<file path="src/rtl/clock_time_counter_pkg.sv">
// Shared types and BCD limit constants for the digital clock timekeeping path.
package clock_pkg;

  typedef logic [3:0] bcd_digit_t;

  localparam logic [7:0] SEC_MAX    = 8'h59;
  localparam logic [7:0] MIN_MAX    = 8'h59;
  localparam logic [7:0] HOUR24_MAX = 8'h23;
  localparam logic [7:0] HOUR12_MAX = 8'h12;
  localparam logic [7:0] HOUR12_MIN = 8'h01;

  // Packed two-digit BCD increment; the caller handles the wrap at its limit.
  function automatic logic [7:0] bcd_inc(input logic [7:0] v);
    bcd_digit_t ones;
    bcd_digit_t tens;
    ones = v[3:0];
    tens = v[7:4];
    if (ones == 4'd9) begin
      ones = '0;
      tens = tens + 4'd1;
    end else begin
      ones = ones + 4'd1;
    end
    return {tens, ones};
  endfunction

endpackage

</file>
<file path="src/rtl/bcd_mod_counter.sv">
// Two-digit packed-BCD counter with programmable limit and wrap value.
// carry is combinational so a full seconds->minutes->hours ripple lands on one edge.
module bcd_mod_counter
  import clock_pkg::*;
#(
  parameter logic [7:0] RESET_VAL = 8'h00
) (
  input  logic       clk,
  input  logic       reset,
  input  logic       inc,
  input  logic       clr,
  input  logic [7:0] max_val,
  input  logic [7:0] wrap_val,
  output logic [7:0] value,
  output logic       carry
);

  assign carry = inc && !clr && (value == max_val);

  // Count register: clear wins over increment, increment wraps at the limit.
  always_ff @(posedge clk) begin
    if (reset) begin
      value <= RESET_VAL;
    end else if (clr) begin
      value <= wrap_val;
    end else if (inc) begin
      value <= (value == max_val) ? wrap_val : bcd_inc(value);
    end
  end

endmodule

</file>
<file path="src/rtl/clock_time_counter.sv">
// Timekeeping core: edge-detects the divider's slow clock, prescales it to
// seconds and keeps hh:mm:ss in packed BCD with user set pulses.
// Optional 12-hour mode with pm indicator: define CLOCK_TWELVE_HOUR_EN.
module clock_time_counter
  import clock_pkg::*;
#(
  parameter int unsigned TICKS_PER_SEC = 1,
  parameter int unsigned PRESC_W       = 8
) (
  input  logic       clk,
  input  logic       reset,
  input  logic       tick_in,
  input  logic       run,
  input  logic       set_min,
  input  logic       set_hour,
  output logic [7:0] sec_bcd,
  output logic [7:0] min_bcd,
  output logic [7:0] hour_bcd,
`ifdef CLOCK_TWELVE_HOUR_EN
  output logic       pm,
`endif
  output logic       sec_pulse
);

  localparam logic [PRESC_W-1:0] PRESC_LAST = PRESC_W'(TICKS_PER_SEC - 1);

`ifdef CLOCK_TWELVE_HOUR_EN
  localparam logic [7:0] HOUR_MAX   = HOUR12_MAX;
  localparam logic [7:0] HOUR_WRAP  = HOUR12_MIN;
  localparam logic [7:0] HOUR_RESET = HOUR12_MAX;
`else
  localparam logic [7:0] HOUR_MAX   = HOUR24_MAX;
  localparam logic [7:0] HOUR_WRAP  = 8'h00;
  localparam logic [7:0] HOUR_RESET = 8'h00;
`endif

  logic               tick_q;
  logic               tick_rise;
  logic               set_any;
  logic [PRESC_W-1:0] presc;
  logic               sec_adv;
  logic               sec_carry;
  logic               min_carry;
  logic               min_inc;
  logic               hour_inc;
  logic               hour_carry_unused;

  assign tick_rise = tick_in & ~tick_q;
  assign set_any   = set_min | set_hour;
  assign sec_adv   = tick_rise & run & ~set_any & (presc == PRESC_LAST);

  // A set_min bumps minutes directly; its counter carry must not reach hours.
  assign min_inc  = sec_carry | set_min;
  assign hour_inc = (min_carry & ~set_min) | set_hour;

  // Tick edge detector; reset to 1 so a level already high at release is ignored.
  always_ff @(posedge clk) begin
    if (reset) tick_q <= 1'b1;
    else       tick_q <= tick_in;
  end

  // Prescaler: set pulses drop the tick; set_min also restarts the second.
  always_ff @(posedge clk) begin
    if (reset) begin
      presc <= '0;
    end else if (set_min) begin
      presc <= '0;
    end else if (!set_hour && tick_rise && run) begin
      presc <= (presc == PRESC_LAST) ? '0 : presc + 1'b1;
    end
  end

  // One-cycle strobe aligned with the seconds update.
  always_ff @(posedge clk) begin
    if (reset) sec_pulse <= 1'b0;
    else       sec_pulse <= sec_adv;
  end

  bcd_mod_counter #(.RESET_VAL(8'h00)) u_sec (
    .clk      (clk),
    .reset    (reset),
    .inc      (sec_adv),
    .clr      (set_min),
    .max_val  (SEC_MAX),
    .wrap_val (8'h00),
    .value    (sec_bcd),
    .carry    (sec_carry)
  );

  bcd_mod_counter #(.RESET_VAL(8'h00)) u_min (
    .clk      (clk),
    .reset    (reset),
    .inc      (min_inc),
    .clr      (1'b0),
    .max_val  (MIN_MAX),
    .wrap_val (8'h00),
    .value    (min_bcd),
    .carry    (min_carry)
  );

  bcd_mod_counter #(.RESET_VAL(HOUR_RESET)) u_hour (
    .clk      (clk),
    .reset    (reset),
    .inc      (hour_inc),
    .clr      (1'b0),
    .max_val  (HOUR_MAX),
    .wrap_val (HOUR_WRAP),
    .value    (hour_bcd),
    .carry    (hour_carry_unused)
  );

`ifdef CLOCK_TWELVE_HOUR_EN
  // Meridiem flips whenever the hour steps 11 -> 12.
  always_ff @(posedge clk) begin
    if (reset)                            pm <= 1'b0;
    else if (hour_inc && hour_bcd == 8'h11) pm <= ~pm;
  end
`endif

endmodule
</file>
<file path="config.mk">
export PLATFORM = sky130hd
export DESIGN_NAME = clock_time_counter
export DESIGN_NICKNAME = d
export VERILOG_FILES = /design/src/rtl/clock_time_counter_pkg.sv /design/src/rtl/bcd_mod_counter.sv /design/src/rtl/clock_time_counter.sv
export SDC_FILE = /design/constraint.sdc
export NUM_CORES = 1
export LEC_CHECK = 0
export BUFFER_PORTS_ARGS = -buffer_cell sky130_fd_sc_hd__buf_2
export CORE_MARGIN = 2
export CORE_UTILIZATION = 55
export DETAILED_ROUTE_END_ITERATION = 10
export PLACE_DENSITY = 0.84
export SYNTH_ARGS = -nofsm -noshare
export SYNTH_HDL_FRONTEND = slang
export SYNTH_HIERARCHICAL = 1
export SYNTH_SLANG_ARGS = --single-unit
export TNS_END_PERCENT = 1
</file>
<file path="constraint.sdc">
create_clock -name clk -period 6.5 [get_ports clk]
set_input_delay 0.975 -clock clk [delete_from_list [all_inputs] [get_ports clk]]
set_output_delay 0.975 -clock clk [all_outputs]
set_load 0.005 [all_outputs]
</file>
==> out/metrics.csv, run 1 <==
metric,value,unit
status,finished clean,
Worst Hold Class,reg2reg,
# Max-Cap Violations,0,
num rows,25,
placed insts,413,
post-route insts no fill,421,
Clk Tree Root Cell,clkbuf_8,
slowest library cell on the worst path,or4_4,
pre-CTS WS,2800,ps
DRC viols,0,
Final HPWL DP,4.16,mm
Highest Clock Rate,0.290,GHz
WP depth,12,
Final Hold Vio Count,0,
share of layout cells above drive strength 1,21.8,%
Worst Setup SP,set_hour,
Ys Warns,6,
final period utilization,53.1,%
worst path bufs/invs,1,
setup TNS,0,ps
Initial Util,56.6,%
total power,0.552,mW
register area,681,um2
number of buffers added on ports,30,
final net count,377,
R2R setup slack,3370,ps
pin count of the biggest net entering global routing,22,
WS Path Type,in2reg,
Critical Path End,u_hour/value[2],
# H-tree levels,2,
number of global-route vias before repair,2135,
leak pwr,1.30,nW
Worst Skew,3.50,ps
Layout fillers,411,
gr usage total,22.2,%
Post-CTS Repair Setup Buffers,0,
maximum vdd drop,114,uV
WL final,5.78,mm
Mapped Cells,288,
number of vias per cell,5.64,
CP Launch Type,primary input,
RSZ-0062 raised after global routing,false,
IO Pins,31,
Die Y-Extent,73.3,um
mapped cell area,0.00264,mm2
GRT Residual Overflow,0,
number of nets with antenna violations after routing,0,
clock tree sinks,34,
Final Cell Area,0.00309,mm2
Final Critical Period,3450,ps
clock latency on the worst-skew pair,290,ps
Die Area,0.00537,mm2
WHS,491,ps
R2R cell count,13,
"most common cell after layout, fill and taps aside",conb_1,
Worst Path Arrival,3660,ps
via count,2375,
pwr/cell area,179,mW/mm2
Core Footprint,0.00466,mm2
Crit Path Max Fanout,16,
"Largest stage delay, worst path",590,ps
chip width,73.3,um
drt wl/cell,13.7,um
final setup vio count,0,
R2R Path Start,presc[0],
CTS tree,built,
Syn-to-layout area delta,17.1,%
CP endpoint kind,register,
crit-path cells,buf_2 -> nand4bb_4 -> or4_4 -> nor2_1 -> nor3b_1 -> or2_2 -> nor3b_1 -> a21o_1 -> nor2_1 -> nor3_1 -> o21ai_0 -> a31oi_1,
multi-input logic area,0.00202,mm2
max-slew violations,0,
Iter 0 DRT Violations,164,
Area after DPL,0.00298,mm2
clock transition at the registers of the reported paths,70,ps
total CTS buffers,5,
Slew @ Worst Pin,577,ps
drt pass-1 iters,4,
Mapped Avg Cell Area,9.16,um2
CP Data Required Time,6710,ps
initial antenna violation count,0,
post_cts resized,0,
min setup slack post-route,3050,ps
CTS Buffer Depth,2,
hold_buf cts,0,
"Core Util, Final",66.3,%
ant diodes,0,
normalized max-slew margin,61.4,%
gp weighted congestion,0.817,
FF-to-FF End,u_hour/value[2],
most frequent cells in the layout,"53 x conb_1, 34 x dfxtp_1, 30 x buf_2",
"CP delay by family, top",simple AND/OR/NAND/NOR gates,
first-pass GRT wire length,9.35,mm
worst min-delay path by stage:
| stage | to | slack, ps | depth (start not counted) | startpoint |
|---|---|---|---|---|
| after global routing | presc[7] | 510 | 2 | presc[7] |
| final | presc[7] | 490 | 2 | presc[7] |
| after global placement | presc[7] | 470 | 2 | presc[7] |
| after CTS | presc[7] | 480 | 2 | presc[7] |
| after detailed placement | presc[7] | 470 | 2 | presc[7] |
| after floorplan | presc[7] | 450 | 2 | presc[7] |
power breakdown:
part / total (mW) / switching [mW] / internal, mW
Clock: 0.187 / 0.0804 / 0.107
Sequential: 0.243 / 0.0231 / 0.220
Combinational: 0.122 / 0.0699 / 0.0520
sequential cells by signal, indices dropped and copies added (netlist names):
register	flops
presc	8
u_hour/value	8
tick_q	1
sec_pulse	1
u_min/value	8
u_sec/value	8
worst min-delay path, stage by stage (launching register included):
cell and delay (ps):
dfxtp_1 330, o31ai_1 60, a21oi_1 50
metal layers:
layer	track usage (%)	share of wire, %	wire, um
met1	26.5	43	2480
met2	38.6	51	2960
met3	4.53	4.2	241
met4	8.85	1.6	93
met5	0	0	0
final cells by class:
class                      count  area share, %
clock buffer                   8           3.56
inverter                      17           2.06
multi-input combinational    278           65.3
sequential                    34           22.0
tap                           54           2.19
timing repair buffer          30           4.86
Note: power is estimated with default switching activity, not from simulation.
==> run 2: changes to the inputs <==
- clock period: 6.5 -> 3.6 ns (I/O delays scaled with it)
==> out/metrics.csv, run 2 (synthesis results as in run 1) <==
metric,value,unit,change
drt pass-1 iters,5,,+1
CP endpoint kind,register,,
R2R Path Start,presc[0],,
placed insts,414,,+0.24%
Highest Clock Rate,0.316,GHz,
maximum vdd drop,225,uV,+97%
final period utilization,87.9,%,
Crit Path Max Fanout,8,,-8
CP Data Required Time,3830,ps,-2880 ps
hold endpoint,presc[7],,
Die Area,0.00537,mm2,unchanged
CTS tree,built,,
setup TNS,0,ps,unchanged
slowest library cell on the worst path,or4_4,,
# H-tree levels,2,,unchanged
Worst Skew,5.95,ps,+2.45 ps
"Largest stage delay, worst path",500,ps,-90 ps
final net count,378,,+0.27%
initial antenna violation count,0,,unchanged
CP Launch Type,register,,
via count,2373,,-0.084%
WS Path Type,reg2reg,,
share of layout cells above drive strength 1,22.0,%,+0.21 points
ant diodes,0,,unchanged
Hold Startpoint,presc[7],,
leak pwr,1.32,nW,+1.2%
pwr/cell area,349,mW/mm2,+96%
GRT Residual Overflow,0,,unchanged
DRC viols,0,,unchanged
num rows,25,,unchanged
Layout fillers,389,,-5.4%
Iter 0 DRT Violations,173,,+5.5%
CTS Buffer Depth,2,,unchanged
hold_buf cts,0,,unchanged
Final Cell Area,0.00313,mm2,+1.1%
Worst Hold Class,reg2reg,,
normalized max-slew margin,62.8,%,+1.4 points
multi-input logic area,0.00202,mm2,unchanged
number of nets with antenna violations after routing,0,,unchanged
clock latency on the worst-skew pair,290,ps,about the same
Post-CTS Repair Setup Buffers,0,,unchanged
FF-to-FF End,u_hour/value[2],,
Syn-to-layout area delta,18.4,%,
final setup vio count,0,,unchanged
Final HPWL DP,4.03,mm,-3.1%
gr usage total,22.5,%,+0.34 points
WHS,485,ps,-5.97 ps
WL final,5.77,mm,-0.21%
Initial Util,56.6,%,unchanged
clock transition at the registers of the reported paths,80,ps,about the same
gp weighted congestion,0.826,,+1.1%
number of global-route vias before repair,2102,,-1.5%
pin count of the biggest net entering global routing,22,,unchanged
most frequent cells in the layout,"53 x conb_1, 34 x dfxtp_1, 30 x buf_2",,
Clk Tree Root Cell,clkbuf_8,,
Core Footprint,0.00466,mm2,unchanged
RSZ-0062 raised after global routing,false,,
R2R cell count,13,,unchanged
first-pass GRT wire length,9.45,mm,+1.0%
number of buffers added on ports,30,,unchanged
"most common cell after layout, fill and taps aside",conb_1,,
post_cts resized,0,,unchanged
max-slew violations,0,,unchanged
Worst Path Arrival,3390,ps,-270 ps
chip width,73.3,um,unchanged
hold depth,2,,unchanged
R2R setup slack,440,ps,-2930 ps
total power,1.09,mW,+98%
Die Y-Extent,73.3,um,unchanged
Area after DPL,0.00299,mm2,+0.25%
Final Hold Vio Count,0,,unchanged
post-route insts no fill,422,,+0.24%
drt wl/cell,13.7,um,-0.44%
crit-path cells,inv_1 -> ha_1 -> or2b_2 -> or4_4 -> nor2_1 -> nor3b_1 -> or2_2 -> nor3b_1 -> a21o_1 -> nor2_1 -> nor3_1 -> o21ai_0 -> a31oi_1,,
number of vias per cell,5.62,,-0.32%
status,finished clean,,
total CTS buffers,5,,unchanged
register area,681,um2,unchanged
Slew @ Worst Pin,554,ps,-23.2 ps
IO Pins,31,,unchanged
# Max-Cap Violations,0,,unchanged
clock tree sinks,34,,unchanged
Final Critical Period,3160,ps,
-- run 2: cell type report --
class	count	area share (%)
Clock buffer	5	2.20
Clock inverter	3	2.20
Inverter	17	2.04
Multi-Input combinational cell	278	64.6
Sequential cell	34	21.8
Tap cell	54	2.16
Timing Repair Buffer	31	5.04
-- run 2: worst max path at each step --
stage | end | from | depth (start not counted)
after global placement | u_hour/value[4] | set_hour | 12
final | u_hour/value[2] | presc[0] | 13
after CTS | u_hour/value[4] | presc[0] | 13
after floorplan | u_hour/value[4] | presc[0] | 13
after global routing | u_hour/value[2] | presc[0] | 13
after detailed placement | u_hour/value[4] | set_hour | 12
-- run 2: critical path: cells and delay by family (launching register included) --
| family | cells | cell delay [ps] |
|---|---|---|
| AND/OR/NAND/NOR | 8 | 2050 |
| AO/OA/AOI/OAI | 3 | 460 |
| flip-flops | 1 | 350 |
| adder cells (fa/ha/maj) | 1 | 140 |
| buffers and inverters | 1 | 100 |
-- run 2: power breakdown --
group	total, mW	internal [mW]	leakage [nW]	switching (mW)
clock network	0.433	0.278	0.0683	0.155
registers	0.439	0.396	0.279	0.0422
logic	0.221	0.0941	0.970	0.127
-- run 2: metal layers --
metal / GRT usage, % / part of all wire (%)
met1: 29.5 / 44
met2: 35.9 / 50
met3: 4.66 / 4.9
met4: 9.26 / 1.2
met5: 0 / 0
-- run 2: per-stage QoR --
step	setup WS [ps]	util, %
after floorplan	765	-
after global placement	605	64.1
after detailed placement	501	64.1
after CTS	475	67.1
after global routing	125	67.1
final	437	67.1
==> run 3: changes to the inputs <==
- RECOVER_POWER: not set -> 100
==> out/metrics.csv, run 3 (synthesis results as in run 1) <==
metric,value,unit,change
gr usage total,22.5,%,unchanged
M1 GR Usage,29.5,%,unchanged
chip width,73.3,um,unchanged
setup TNS,0,ps,unchanged
Most Crowded Layer GR,met2,,
CTS Buffer Depth,2,,unchanged
min setup slack post-route,446,ps,+9.14 ps
CP endpoint kind,register,,
CP Launch Type,register,,
clock transition at the registers of the reported paths,80,ps,about the same
number of buffers added on ports,30,,unchanged
Crit Path Max Fanout,6,,-2
register area,681,um2,unchanged
Worst Path Arrival,3350,ps,-40 ps
share of layout cells above drive strength 1,19.6,%,-2.4 points
met3 GRT Util,4.66,%,unchanged
Post-CTS Repair Setup Buffers,0,,unchanged
drt wl/cell,13.8,um,+0.66%
total CTS buffers,5,,unchanged
WL final,5.80,mm,+0.66%
Clk Tree Root Cell,clkbuf_8,,
ant diodes,0,,unchanged
clock tree sinks,34,,unchanged
initial antenna violation count,0,,unchanged
CP Data Required Time,3790,ps,-40 ps
max-slew violations,0,,unchanged
Worst Hold Class,reg2reg,,
number of vias per cell,5.62,,-0.13%
maximum vdd drop,225,uV,-0.17%
num rows,25,,unchanged
post-route insts no fill,422,,unchanged
hold_buf cts,0,,unchanged
"most common cell after layout, fill and taps aside",conb_1,,
GRT Residual Overflow,0,,unchanged
Highest Clock Rate,0.317,GHz,+0.29%
WHS,484,ps,-1.14 ps
Slew @ Worst Pin,1340,ps,+787 ps
final period utilization,87.6,%,-0.25 points
Die Area,0.00537,mm2,unchanged
gp weighted congestion,0.826,,unchanged
Die Y-Extent,73.3,um,unchanged
# H-tree levels,2,,unchanged
WS Path Type,reg2reg,,
leak pwr,1.29,nW,-1.9%
Worst Skew,7.19,ps,+1.24 ps
Final Critical Period,3150,ps,-9.14 ps
via count,2370,,-0.13%
CTS tree,built,,
RSZ-0062 raised after global routing,false,,
total power,1.09,mW,-0.12%
Final Hold Vio Count,0,,unchanged
most frequent cells in the layout,"53 x conb_1, 34 x dfxtp_1, 25 x buf_2",,
met2 GRT Util,35.9,%,unchanged
Final HPWL DP,4.03,mm,unchanged
placed insts,414,,unchanged
Initial Util,56.6,%,unchanged
DRC viols,0,,unchanged
number of global-route vias before repair,2102,,unchanged
clock latency on the worst-skew pair,300,ps,about the same
Iter 0 DRT Violations,184,,+6.4%
IO Pins,31,,unchanged
pin count of the biggest net entering global routing,22,,unchanged
post_cts resized,0,,unchanged
final setup vio count,0,,unchanged
Core Footprint,0.00466,mm2,unchanged
multi-input logic area,0.00199,mm2,-1.5%
normalized max-slew margin,9.42,%,-53 points
status,finished clean,,
pwr/cell area,353,mW/mm2,+1.1%
first-pass GRT wire length,9.45,mm,unchanged
Syn-to-layout area delta,17.1,%,
# Max-Cap Violations,0,,unchanged
pre-CTS WS,501,ps,unchanged
final net count,378,,unchanged
drt pass-1 iters,4,,-1
Layout fillers,399,,+2.6%
number of nets with antenna violations after routing,0,,unchanged
==> run 3: cell count changes in the layout (fill, tap and decap cells not counted), sizes merged <==
cell | previous run | this run
buf | 31 | 26
clkbuf | 5 | 10
==> run 3: layout make-up <==
class                           instances  area share [%]
Clock inverter                          3            2.23
Sequential cell                        34            22.0
Timing Repair Buffer                   31            4.90
Multi-Input combinational cell        278            64.4
Inverter                               17            2.07
Tap cell                               54            2.19
Clock buffer                            5            2.23
==> run 3: power by group <==
group	switching (mW)	internal [mW]	total, mW
combinational	0.125	0.0916	0.217
clock	0.157	0.278	0.435
sequential	0.0423	0.396	0.439
==> run 3: per-stage QoR <==
step	utilization, %	cell area [um2]
after global placement	64.1	2990
after CTS	67.1	3130
after global routing	66.3	3090
after detailed placement	64.1	2990
after floorplan	-	2830
final	66.3	3090
==> run 3: final timing paths <==
kind / slack (ps) / start / to / cells past startpoint
min reg2reg: 480 / presc[7] / presc[7] / 2
max reg2reg: 450 / presc[0] / u_hour/value[4] / 13
max: 450 / presc[0] / u_hour/value[4] / 13
min: 480 / presc[7] / presc[7] / 2
==> run 3: critical path: stages (launching register included) <==
cell,delay (ps)
dfxtp_1,350
inv_1,100
ha_1,140
or2b_2,300
or4_1,530
nor2_1,290
nor3b_1,200
or2_2,180
nor3b_1,200
a21o_1,210
nand3_1,100
a21oi_1,160
a211oi_1,60
o221a_2,240
==> run 3: metal layers <==
layer / vias to the layer above / wire length (um)
met5: - / 0
met2: 54 / 2880
li1: 1183 / -
met4: 0 / 88
met3: 10 / 221
met1: 1123 / 2610
